===== src/rtl/mru_lookup_sched_if.sv =====
// Requester and response bundle shared by the scheduler and its clients.
interface mru_lookup_sched_if #(
  parameter int unsigned DATA_W  = 8,
  parameter int unsigned NUM_REQ = 4
);
  localparam int unsigned ID_W = $clog2(NUM_REQ);

  logic [NUM_REQ-1:0]        req_valid;
  logic [NUM_REQ*DATA_W-1:0] req_data;
  logic [NUM_REQ-1:0]        req_ready;
  logic                      rsp_valid;
  logic                      rsp_ready;
  logic [ID_W-1:0]           rsp_id;
  logic [DATA_W-1:0]         rsp_data;
  logic                      rsp_hit;
  logic [1:0]                rsp_pos;
  logic                      rsp_err;

  modport master (
    output req_valid, req_data, rsp_ready,
    input  req_ready, rsp_valid, rsp_id, rsp_data, rsp_hit, rsp_pos, rsp_err
  );

  modport slave (
    input  req_valid, req_data, rsp_ready,
    output req_ready, rsp_valid, rsp_id, rsp_data, rsp_hit, rsp_pos, rsp_err
  );
endinterface


===== src/rtl/mru_lookup_sched.sv =====
// Round-robin scheduler serializing lookups onto a shared 4-entry MRU tracker,
// reporting pre-update hit/position and a post-update head check, and
// sequencing tracker flushes between operations.
module mru_lookup_sched #(
  parameter int unsigned DATA_W  = 8,
  parameter int unsigned NUM_REQ = 4
) (
  input  logic              clk_in,
  input  logic              reset_in,
  mru_lookup_sched_if.slave bus,
  input  logic              flush_in,
  output logic              busy,
  output logic              trk_reset,
  output logic [DATA_W-1:0] trk_data,
  input  logic [DATA_W-1:0] trk_out_0,
  input  logic [DATA_W-1:0] trk_out_1,
  input  logic [DATA_W-1:0] trk_out_2,
  input  logic [DATA_W-1:0] trk_out_3,
  input  logic              trk_valid_0,
  input  logic              trk_valid_1,
  input  logic              trk_valid_2,
  input  logic              trk_valid_3
);
  localparam int unsigned ID_W = $clog2(NUM_REQ);

  typedef enum logic [2:0] {
    S_IDLE,
    S_ISSUE,
    S_WAIT,
    S_CHECK,
    S_RESP,
    S_FLUSH
  } state_t;

  state_t state, state_next;

  logic [ID_W-1:0]    rr_ptr;
  logic [ID_W-1:0]    grant_id;
  logic               grant_found;
  logic [DATA_W-1:0]  grant_data;
  logic               accept;
  logic               flush_go;
  logic               pending_flush;
  logic [NUM_REQ-1:0] ready;

  logic [ID_W-1:0]    id_q;
  logic [DATA_W-1:0]  data_q;
  logic               hit_q;
  logic [1:0]         pos_q;
  logic               match_hit;
  logic [1:0]         match_pos;

  logic               rsp_valid_q;
  logic [ID_W-1:0]    rsp_id_q;
  logic [DATA_W-1:0]  rsp_data_q;
  logic               rsp_hit_q;
  logic [1:0]         rsp_pos_q;
  logic               rsp_err_q;

  assign flush_go   = flush_in | pending_flush;
  assign grant_data = bus.req_data[grant_id*DATA_W +: DATA_W];
  assign trk_reset  = reset_in | (state == S_FLUSH);

  assign bus.req_ready = ready;
  assign bus.rsp_valid = rsp_valid_q;
  assign bus.rsp_id    = rsp_id_q;
  assign bus.rsp_data  = rsp_data_q;
  assign bus.rsp_hit   = rsp_hit_q;
  assign bus.rsp_pos   = rsp_pos_q;
  assign bus.rsp_err   = rsp_err_q;

  // Round-robin search for the first valid requester starting at rr_ptr
  always_comb begin
    grant_found = 1'b0;
    grant_id    = rr_ptr;
    for (int unsigned i = 0; i < NUM_REQ; i++) begin
      if (!grant_found && bus.req_valid[ID_W'((32'(rr_ptr) + i) % NUM_REQ)]) begin
        grant_found = 1'b1;
        grant_id    = ID_W'((32'(rr_ptr) + i) % NUM_REQ);
      end
    end
  end

  // Lowest valid tracker entry matching the captured value (pre-update snapshot)
  always_comb begin
    match_hit = 1'b0;
    match_pos = 2'd0;
    if (trk_valid_3 && trk_out_3 == data_q) begin match_hit = 1'b1; match_pos = 2'd3; end
    if (trk_valid_2 && trk_out_2 == data_q) begin match_hit = 1'b1; match_pos = 2'd2; end
    if (trk_valid_1 && trk_out_1 == data_q) begin match_hit = 1'b1; match_pos = 2'd1; end
    if (trk_valid_0 && trk_out_0 == data_q) begin match_hit = 1'b1; match_pos = 2'd0; end
  end

  // Next-state and grant decode; flush outranks any request in IDLE
  always_comb begin
    state_next = state;
    accept     = 1'b0;
    ready      = '0;
    case (state)
      S_IDLE: begin
        if (flush_go) begin
          state_next = S_FLUSH;
        end else if (grant_found) begin
          accept     = 1'b1;
          state_next = S_ISSUE;
        end
      end
      S_ISSUE: state_next = S_WAIT;
      S_WAIT:  state_next = S_CHECK;
      S_CHECK: state_next = S_RESP;
      S_RESP:  if (bus.rsp_ready) state_next = S_IDLE;
      S_FLUSH: state_next = S_IDLE;
      default: state_next = S_IDLE;
    endcase
    if (accept && !reset_in) ready[grant_id] = 1'b1;
  end

  // State register
  always_ff @(posedge clk_in) begin
    if (reset_in) state <= S_IDLE;
    else          state <= state_next;
  end

  // Capture, lookup result, response and flush bookkeeping
  always_ff @(posedge clk_in) begin
    if (reset_in) begin
      rr_ptr        <= '0;
      pending_flush <= 1'b0;
      busy          <= 1'b0;
      trk_data      <= '0;
      id_q          <= '0;
      data_q        <= '0;
      hit_q         <= 1'b0;
      pos_q         <= 2'd0;
      rsp_valid_q   <= 1'b0;
      rsp_id_q      <= '0;
      rsp_data_q    <= '0;
      rsp_hit_q     <= 1'b0;
      rsp_pos_q     <= 2'd0;
      rsp_err_q     <= 1'b0;
    end else begin
      busy          <= (state_next != S_IDLE);
      pending_flush <= (state == S_FLUSH) ? flush_in : (pending_flush | flush_in);
      case (state)
        S_IDLE: begin
          if (flush_go) begin
            trk_data <= '0;
          end else if (accept) begin
            id_q     <= grant_id;
            data_q   <= grant_data;
            trk_data <= grant_data;
            rr_ptr   <= ID_W'((32'(grant_id) + 1) % NUM_REQ);
          end
        end
        S_ISSUE: begin
          hit_q <= match_hit;
          pos_q <= match_pos;
        end
        S_CHECK: begin
          rsp_valid_q <= 1'b1;
          rsp_id_q    <= id_q;
          rsp_data_q  <= data_q;
          rsp_hit_q   <= hit_q;
          rsp_pos_q   <= pos_q;
          rsp_err_q   <= !(trk_valid_0 && trk_out_0 == data_q);
        end
        S_RESP: begin
          if (bus.rsp_ready) rsp_valid_q <= 1'b0;
        end
        default: ;
      endcase
    end
  end
endmodule


===== src/flat_wrapper.sv =====
// flat-port wrapper written by rule: the top's interface ports become plain ports
module mru_lookup_sched_flat 
#(
  parameter int unsigned DATA_W  = 8,
  parameter int unsigned NUM_REQ = 4
)
  (clk_in, reset_in, flush_in, busy, trk_reset, trk_data, trk_out_0, trk_out_1, trk_out_2, trk_out_3, trk_valid_0, trk_valid_1, trk_valid_2, trk_valid_3, bus_req_valid, bus_req_data, bus_rsp_ready, bus_req_ready, bus_rsp_valid, bus_rsp_id, bus_rsp_data, bus_rsp_hit, bus_rsp_pos, bus_rsp_err);
  mru_lookup_sched_if #(.DATA_W(DATA_W), .NUM_REQ(NUM_REQ)) bus_i ();
  input  logic clk_in;
  input  logic reset_in;
  input  logic flush_in;
  output logic busy;
  output logic trk_reset;
  output logic [DATA_W-1:0] trk_data;
  input  logic [DATA_W-1:0] trk_out_0;
  input  logic [DATA_W-1:0] trk_out_1;
  input  logic [DATA_W-1:0] trk_out_2;
  input  logic [DATA_W-1:0] trk_out_3;
  input  logic trk_valid_0;
  input  logic trk_valid_1;
  input  logic trk_valid_2;
  input  logic trk_valid_3;
  input wire logic [$bits(bus_i.req_valid)-1:0] bus_req_valid;
  input wire logic [$bits(bus_i.req_data)-1:0] bus_req_data;
  input wire logic [$bits(bus_i.rsp_ready)-1:0] bus_rsp_ready;
  output wire logic [$bits(bus_i.req_ready)-1:0] bus_req_ready;
  output wire logic [$bits(bus_i.rsp_valid)-1:0] bus_rsp_valid;
  output wire logic [$bits(bus_i.rsp_id)-1:0] bus_rsp_id;
  output wire logic [$bits(bus_i.rsp_data)-1:0] bus_rsp_data;
  output wire logic [$bits(bus_i.rsp_hit)-1:0] bus_rsp_hit;
  output wire logic [$bits(bus_i.rsp_pos)-1:0] bus_rsp_pos;
  output wire logic [$bits(bus_i.rsp_err)-1:0] bus_rsp_err;
  assign bus_i.req_valid = bus_req_valid;
  assign bus_i.req_data = bus_req_data;
  assign bus_i.rsp_ready = bus_rsp_ready;
  assign bus_req_ready = bus_i.req_ready;
  assign bus_rsp_valid = bus_i.rsp_valid;
  assign bus_rsp_id = bus_i.rsp_id;
  assign bus_rsp_data = bus_i.rsp_data;
  assign bus_rsp_hit = bus_i.rsp_hit;
  assign bus_rsp_pos = bus_i.rsp_pos;
  assign bus_rsp_err = bus_i.rsp_err;
  mru_lookup_sched #(.DATA_W(DATA_W), .NUM_REQ(NUM_REQ)) u_core (.clk_in(clk_in), .reset_in(reset_in), .bus(bus_i), .flush_in(flush_in), .busy(busy), .trk_reset(trk_reset), .trk_data(trk_data), .trk_out_0(trk_out_0), .trk_out_1(trk_out_1), .trk_out_2(trk_out_2), .trk_out_3(trk_out_3), .trk_valid_0(trk_valid_0), .trk_valid_1(trk_valid_1), .trk_valid_2(trk_valid_2), .trk_valid_3(trk_valid_3));
endmodule

===== config.mk =====
export PLATFORM = sky130hd
export DESIGN_NAME = mru_lookup_sched_flat
export DESIGN_NICKNAME = d
export VERILOG_FILES = /design/src/rtl/mru_lookup_sched_if.sv /design/src/rtl/mru_lookup_sched.sv /design/src/flat_wrapper.sv
export SDC_FILE = /design/constraint.sdc
export NUM_CORES = 1
export LEC_CHECK = 0
export CORE_MARGIN = 4
export CORE_UTILIZATION = 42
export CTS_CLUSTER_DIAMETER = 50
export DETAILED_ROUTE_END_ITERATION = 6
export PLACE_DENSITY = 0.82
export SYNTH_ARGS = -nofsm -noshare
export SYNTH_HDL_FRONTEND = slang
export SYNTH_SLANG_ARGS = --single-unit

===== constraint.sdc =====
create_clock -name clk_in -period 2.5 [get_ports clk_in]
set_input_delay 0.375 -clock clk_in [delete_from_list [all_inputs] [get_ports clk_in]]
set_output_delay 0.375 -clock clk_in [all_outputs]
set_load 0.05 [all_outputs]

==> reports/metrics.csv, run 1 <==
metric,value,unit
clockBufferDepth,2,
fin_util,66.80,%
critical_path_buf_inv_count,2,
ys_ff_latch,43,
relSlewSlack,62.72,%
drt_pass1_iterations,4,
final_cells,440,
place_congestion,0.8512,
power_density,503.9,mW/mm2
die_height,82.96,um
cp-start-kind,primary input,
synth_area,0.002360,mm2
cts_sinks,43,
drt_iter0_drc,60,
cts_inserted_buffers,5,
cts_max_level,2,
root_buffer,clkbuf_8,
drc,0,
drv_cap,0,
syn_avg_cell_area,8.871,um2
track_usage,19.70,%
antenna_found_initial,0,
cpPeakStageDelay,0.58,ns
placement.io_buffers,104,
async_flop_share,0,%
vias_per_cell,5.180,
gr-total-overflow,0,
core-area,0.005473,mm2
arrival,2.04,ns
boundaryPins,105,
max_freq,413.5,MHz
cp.required,2.12,ns
dp.cells,429,
routedWlPerCell,15.40,um
area_growth,54.93,%
cp-end-kind,primary output,
worstMarginPinSlew,0.5592,ns
grt_pass1_vias,2391,
hold_ws,0.4571,ns
min_path_type,reg2reg,
final_nets,447,
finalCritPeriodShare,96.73,%
status,"complete, no violations",
drive_gt1_share,10.87,%
crit_type,in2out,
fin_skew,0.004093,ns
dp_slack,-0.04869,ns
dp_hpwl,5.327,mm
seq_area_frac_synth,36.48,%
grt_pass1_wl,11.18,mm
syn-num-nets,346,
fin_ws,0.08185,ns
setup_viol_count_final,0,
synth_cell_types,39,
cp_cell_sequence,clkdlybuf4s50_1 -> or4_1 -> nand4_1 -> nor2_2 -> and2_1 -> buf_12,
ys_warn_count,0,
wl,6.777,mm
peakVddDrop,0.2441,mV
crit_family,simple AND/OR/NAND/NOR gates,
ant_nets,0,
die_width,82.96,um
die_area,0.006882,mm2
initial_utilization,43.12,%
grt_max_degree,39,
fillers,488,
cp_max_fo,7,
yosys_most_used_dff,dfxtp_1,
rows,27,
vias,2279,
slew_viol_final,0,
path_clk_slew,0.08,ns
diodes,0,
synth_edf_count,0,
hold_viol,0,
cts_tree,built,
hold_buffers,0,
critPathSlowestCell,or4_1,
finalCriticalPeriod,2.418,ns
synth_cells,266,
p_leak,1.330,nW
worstSkewPairLatency,0.29,ns
==> stage by stage <==
step	power, mW	TNS, ns	area (um2)
2_1_floorplan	1.154	0	2360
3_3_place_gp	1.393	0	3530
3_5_place_dp	1.408	-0.2093	3530
4_1_cts	1.841	0	3622
5_1_grt	1.942	-0.03670	3656
6_report	1.842	0	3656
==> worst min-delay path, stage by stage (launching register included) <==
cell and delay [ns]:
dfxtp_1 0.31, nand2_1 0.05, a21oi_1 0.05
==> sequential cells by signal, summed over array words and instances (netlist names) <==
name,flops
u_core.bus.rsp_valid,1
u_core.data_q,8
u_core.rr_ptr,2
u_core.id_q,2
u_core.bus.rsp_data,8
u_core.bus.rsp_pos,2
u_core.bus.rsp_hit,1
u_core.busy,1
u_core.pending_flush,1
u_core.state,3
u_core.hit_q,1
u_core.bus.rsp_err,1
u_core.pos_q,2
u_core.bus.rsp_id,2
u_core.trk_data,8
==> cell type report <==
class	count	area [um2]	share of cell area, %
timing repair buffer	117	1204	32.92
inverter	6	22.52	0.6160
tap	72	90.09	2.464
multi-input combinational	194	1394	38.12
sequential	43	860.8	23.55
clock inverter	2	12.51	0.3422
clock buffer	6	72.57	1.985
==> repair_timing <==
action                                  in CTS  in global routing
gates resized for setup                      0                  7
endpoints found under the setup margin       2                  4
pin swaps                                    1                  2
hold endpoints to repair                     0                  0
setup buffers                                1                  2
cloned                                       0                  0
==> cells in the mapped netlist (3+ instances only) <==
cell type   n  share of area, %
a21oi_1    20               4.2
a22o_1     15               5.6
and2_1      6               1.6
buf_2       4              0.85
clkbuf_1   16               2.5
dfxtp_1    43                36
ha_1        4               2.1
inv_1       6              0.95
mux2i_1     4               1.7
mux4_2      6               5.7
nand2_1    35               5.6
nand3_1     3              0.64
nand3b_1    3              0.95
nand4_1     5               1.3
nor2_1     11               1.7
nor2b_1    13               3.4
nor3_1      9               1.9
o31ai_1     3              0.95
xnor2_1    26               9.7
xor2_1      7               2.6
==> placed cells by master (no fill, tap or decap), types with 5 or more instances in the layout <==
cell type | netlist | final
nor2b_1 | 13 | 12
a21oi_1 | 20 | 20
buf_12 | 0 | 6
xor2_1 | 7 | 7
and2_1 | 6 | 5
dfxtp_1 | 43 | 43
nand2_1 | 35 | 35
mux4_2 | 6 | 6
clkdlybuf4s50_1 | 0 | 98
xnor2_1 | 26 | 26
a22o_1 | 15 | 15
nand4_1 | 5 | 5
nor2_1 | 11 | 10
inv_1 | 6 | 5
clkbuf_8 | 0 | 5
buf_4 | 0 | 12
nor3_1 | 9 | 9
==> kinds of logic (layout without fill, tap and decap cells) <==
family                   Yosys count  after routing  synth area share (%)
AND/OR/NAND/NOR                   94             94                 19.78
AO/OA/AOI/OAI                     52             52                 15.69
flip-flops                        43             43                 36.48
XOR/XNOR                          33             33                 12.25
buffers and inverters             29            131                 5.143
multiplexers                      11             11                 8.537
adder cells (fa/ha/maj)            4              4                 2.121
==> routing by layer <==
metal | global-route usage (%) | up-vias | share of wire (%)
met2 | 33.89 | 93 | 49
met4 | 6.538 | 0 | 1.9
met3 | 6.052 | 14 | 7.8
met1 | 23.23 | 1049 | 42
met5 | 0 | - | 0
li1 | - | 1123 | -
==> power breakdown <==
group	leakage (nW)	internal, mW	switching [mW]	total [mW]
clock network	0.0412	0.195	0.237	0.433
logic	0.939	0.335	0.273	0.608
registers	0.349	0.730	0.0720	0.802
total	1.33	1.26	0.582	1.84
==> worst paths after layout <==
path	startpoint	to	slack (ns)	cells after the start
worst max-delay path	bus_req_valid[2]	bus_req_ready[1]	0.08	6
worst min-delay path	u_core.bus.rsp_data[1]$_SDFFE_PP0N_	u_core.bus.rsp_data[1]$_SDFFE_PP0N_	0.46	2
worst max register to register	u_core.rr_ptr[1]$_SDFFE_PP0P_	u_core.data_q[7]$_SDFFE_PP0P_	0.38	8
worst min register to register	u_core.bus.rsp_data[1]$_SDFFE_PP0N_	u_core.bus.rsp_data[1]$_SDFFE_PP0N_	0.46	2
Power figures use the tool's default switching activity.
==> run 2, diff against run 1 <==
- clock period: 2.5 -> 2.39 ns (I/O delays scaled with it)
==> run 2 against run 1 <==
  * Combinational power rose by 6.9%
  * Count of clock-buffer cells in the layout rose by 1
  * Via count fell by 0.39%
  * Critical path depth rose by 3
  * Flip-flop and latch count did not move
  * Global-route usage rose by 0.45 points
  * Critical path type unchanged
==> reports/metrics.csv, run 2 (synthesis results as in run 1) <==
metric,value,unit,change
grt_max_degree,39,,unchanged
p_leak,1.342,nW,was 1.330 nW
cp-start-kind,primary input,,unchanged
peakVddDrop,0.3536,mV,was 0.2441 mV
dp_hpwl,5.332,mm,was 5.327 mm
power,1.915,mW,was 1.842 mW
cp_max_fo,5,,was 7
cp_cell_sequence,clkdlybuf4s50_1 -> nor2_1 -> a21oi_2 -> o221ai_2 -> buf_12 -> inv_1 -> ha_1 -> and2_1 -> buf_12,,was clkdlybuf4s50_1 -> or4_1 -> nand4_1 -> nor2_2 -> and2_1 -> buf_12
min_path_type,reg2reg,,unchanged
worstSkewPairLatency,0.29,ns,about the same
gr-usage-met1,22.54,%,was 23.23%
place_congestion,0.8560,,was 0.8512
min_from,u_core.bus.rsp_data[4]$_SDFFE_PP0N_,,was u_core.bus.rsp_data[1]$_SDFFE_PP0N_
setup_viol_count_final,0,,unchanged
cts_max_level,2,,unchanged
root_buffer,clkbuf_8,,unchanged
vias,2270,,"was 2,279"
wl,6.766,mm,was 6.777 mm
holdPathEnd,u_core.bus.rsp_data[4]$_SDFFE_PP0N_,,was u_core.bus.rsp_data[1]$_SDFFE_PP0N_
final_cell_mix,"clkdlybuf4s50_1 (96), dfxtp_1 (43), nand2_1 (35)",,"was clkdlybuf4s50_1 (98), dfxtp_1 (43), nand2_1 (35)"
area_growth,55.14,%,was 54.93%
worstMarginPinSlew,0.5775,ns,was 0.5592 ns
cp.required,2.03,ns,was 2.12 ns
hold_buffers,0,,unchanged
reg2reg_slack,0.42,ns,was 0.38 ns
status,"complete, no violations",,unchanged
layout_commonest_cell,clkdlybuf4s50_1,,unchanged
ant_nets,0,,unchanged
rsz0062_at_grt,false,,
max_freq,429.3,MHz,
path_clk_slew,0.07,ns,was 0.08 ns
drive_gt1_share,10.35,%,was 10.87%
dp.cells,429,,unchanged
cts_inserted_buffers,5,,unchanged
top_usage_layer,met2,,unchanged
hold_depth,2,,unchanged
placement.io_buffers,104,,unchanged
drt_iter0_drc,68,,was 60
fin_skew,0.005170,ns,was 0.004093 ns
vias_per_cell,5.171,,was 5.180
crit_path_frequent_cell,buf_12,,
finalSetupTns,0,ns,unchanged
arrival,1.97,ns,was 2.04 ns
drv_cap,0,,unchanged
core-area,0.005473,mm2,unchanged
routedWlPerCell,15.41,um,was 15.40 um
grt_pass1_vias,2470,,"was 2,391"
dpl_cell_area,0.003542,mm2,was 0.003530 mm2
cpPeakStageDelay,0.48,ns,was 0.58 ns
cts_sinks,43,,unchanged
grt_pass1_wl,11.47,mm,was 11.18 mm
hold_ws,0.4539,ns,was 0.4571 ns
rows,27,,unchanged
slew_viol_final,0,,unchanged
die_height,82.96,um,unchanged
cts_tree,built,,unchanged
r2r_end,u_core.data_q[0]$_SDFFE_PP0P_,,was u_core.data_q[7]$_SDFFE_PP0P_
stdcell_area,0.003661,mm2,was 0.003656 mm2
critPathSlowestCell,clkdlybuf4s50_1,,was or4_1
final_cells,439,,was 440
gr-total-overflow,0,,unchanged
cp-end-kind,primary output,,unchanged
die_width,82.96,um,unchanged
r2r-start,u_core.rr_ptr[1]$_SDFFE_PP0P_,,unchanged
antenna_found_initial,0,,unchanged
power_density,523.1,mW/mm2,was 503.9 mW/mm2
clockBufferDepth,2,,unchanged
drc,0,,unchanged
track_usage,20.15,%,was 19.70%
finalCriticalPeriod,2.330,ns,
initial_utilization,43.12,%,unchanged
boundaryPins,105,,unchanged
grt_use_met3,6.151,%,was 6.052%
final_nets,446,,was 447
crit_type,in2out,,unchanged
finalCritPeriodShare,97.47,%,
grt_util_met2,36.08,%,was 33.89%
reg2reg_depth,7,,was 8
diodes,0,,unchanged
die_area,0.006882,mm2,unchanged
drt_pass1_iterations,5,,was 4
fillers,463,,was 488
hold_viol,0,,unchanged
relSlewSlack,61.50,%,was 62.72%
run 2: cell count changes in the layout (fill, tap and decap cells not counted), sizes merged:
cell           delta
buf               -1
clkinvlp          -1
dlygate4sd2       +1
clkdlybuf4s50     -2
dlymetal6s2s      +1
clkbuf            +1
run 2: worst max-delay path: cells and delay by family:
kind / cells / cell delay [ns]
AO/OA/AOI/OAI: 2 / 0.26
AND/OR/NAND/NOR: 2 / 0.33
buffers and inverters: 4 / 0.82
adder cells (fa/ha/maj): 1 / 0.19
run 2: worst max-delay path by stage:
stage / startpoint / end / depth (start not counted)
2_1_floorplan: u_core.state[0]$_SDFF_PP0_ / bus_req_ready[0] / 7
4_1_cts: bus_req_valid[2] / bus_req_ready[2] / 9
5_1_grt: bus_req_valid[1] / bus_req_ready[1] / 9
3_5_place_dp: bus_req_valid[3] / bus_req_ready[1] / 9
3_3_place_gp: bus_req_valid[3] / u_core.data_q[0]$_SDFFE_PP0P_ / 7
6_report: bus_req_valid[1] / bus_req_ready[1] / 9
run 2: layout make-up:
cell class                 count  area (um2)  share of cell area [%]
multi-input combinational    194        1396                   38.14
clock inverter                 1       5.005                  0.1367
timing repair buffer         116        1210                   33.05
inverter                       6       22.52                  0.6152
tap                           72       90.09                   2.461
clock buffer                   7       76.32                   2.085
sequential                    43       860.8                   23.51
run 2: report_power, final:
part	leakage [nW]	internal, mW	switching (mW)
Combinational	0.950	0.352	0.297
Sequential	0.349	0.764	0.0635
Clock	0.0422	0.205	0.233
run 2: layer usage:
| metal | part of all wire (%) | routed length (um) |
|---|---|---|
| met5 | 0 | 0 |
| met4 | 1.9 | 130 |
| met3 | 7.1 | 480 |
| met2 | 50 | 3403 |
| met1 | 41 | 2752 |
run 2: per-stage QoR:
step	util, %	setup WS, ns
after floorplan	-	0.1217
after global placement	64.72	-0.001517
after detailed placement	64.72	-0.04898
after CTS	66.46	0.008191
after global routing	66.90	0.01304
final	66.90	0.06049
run 2: repair_timing:
item	in CTS	in global routing
endpoints found under the setup margin	4	4
gates resized for setup	1	9
buffers inserted	2	0
pin swaps	0	2
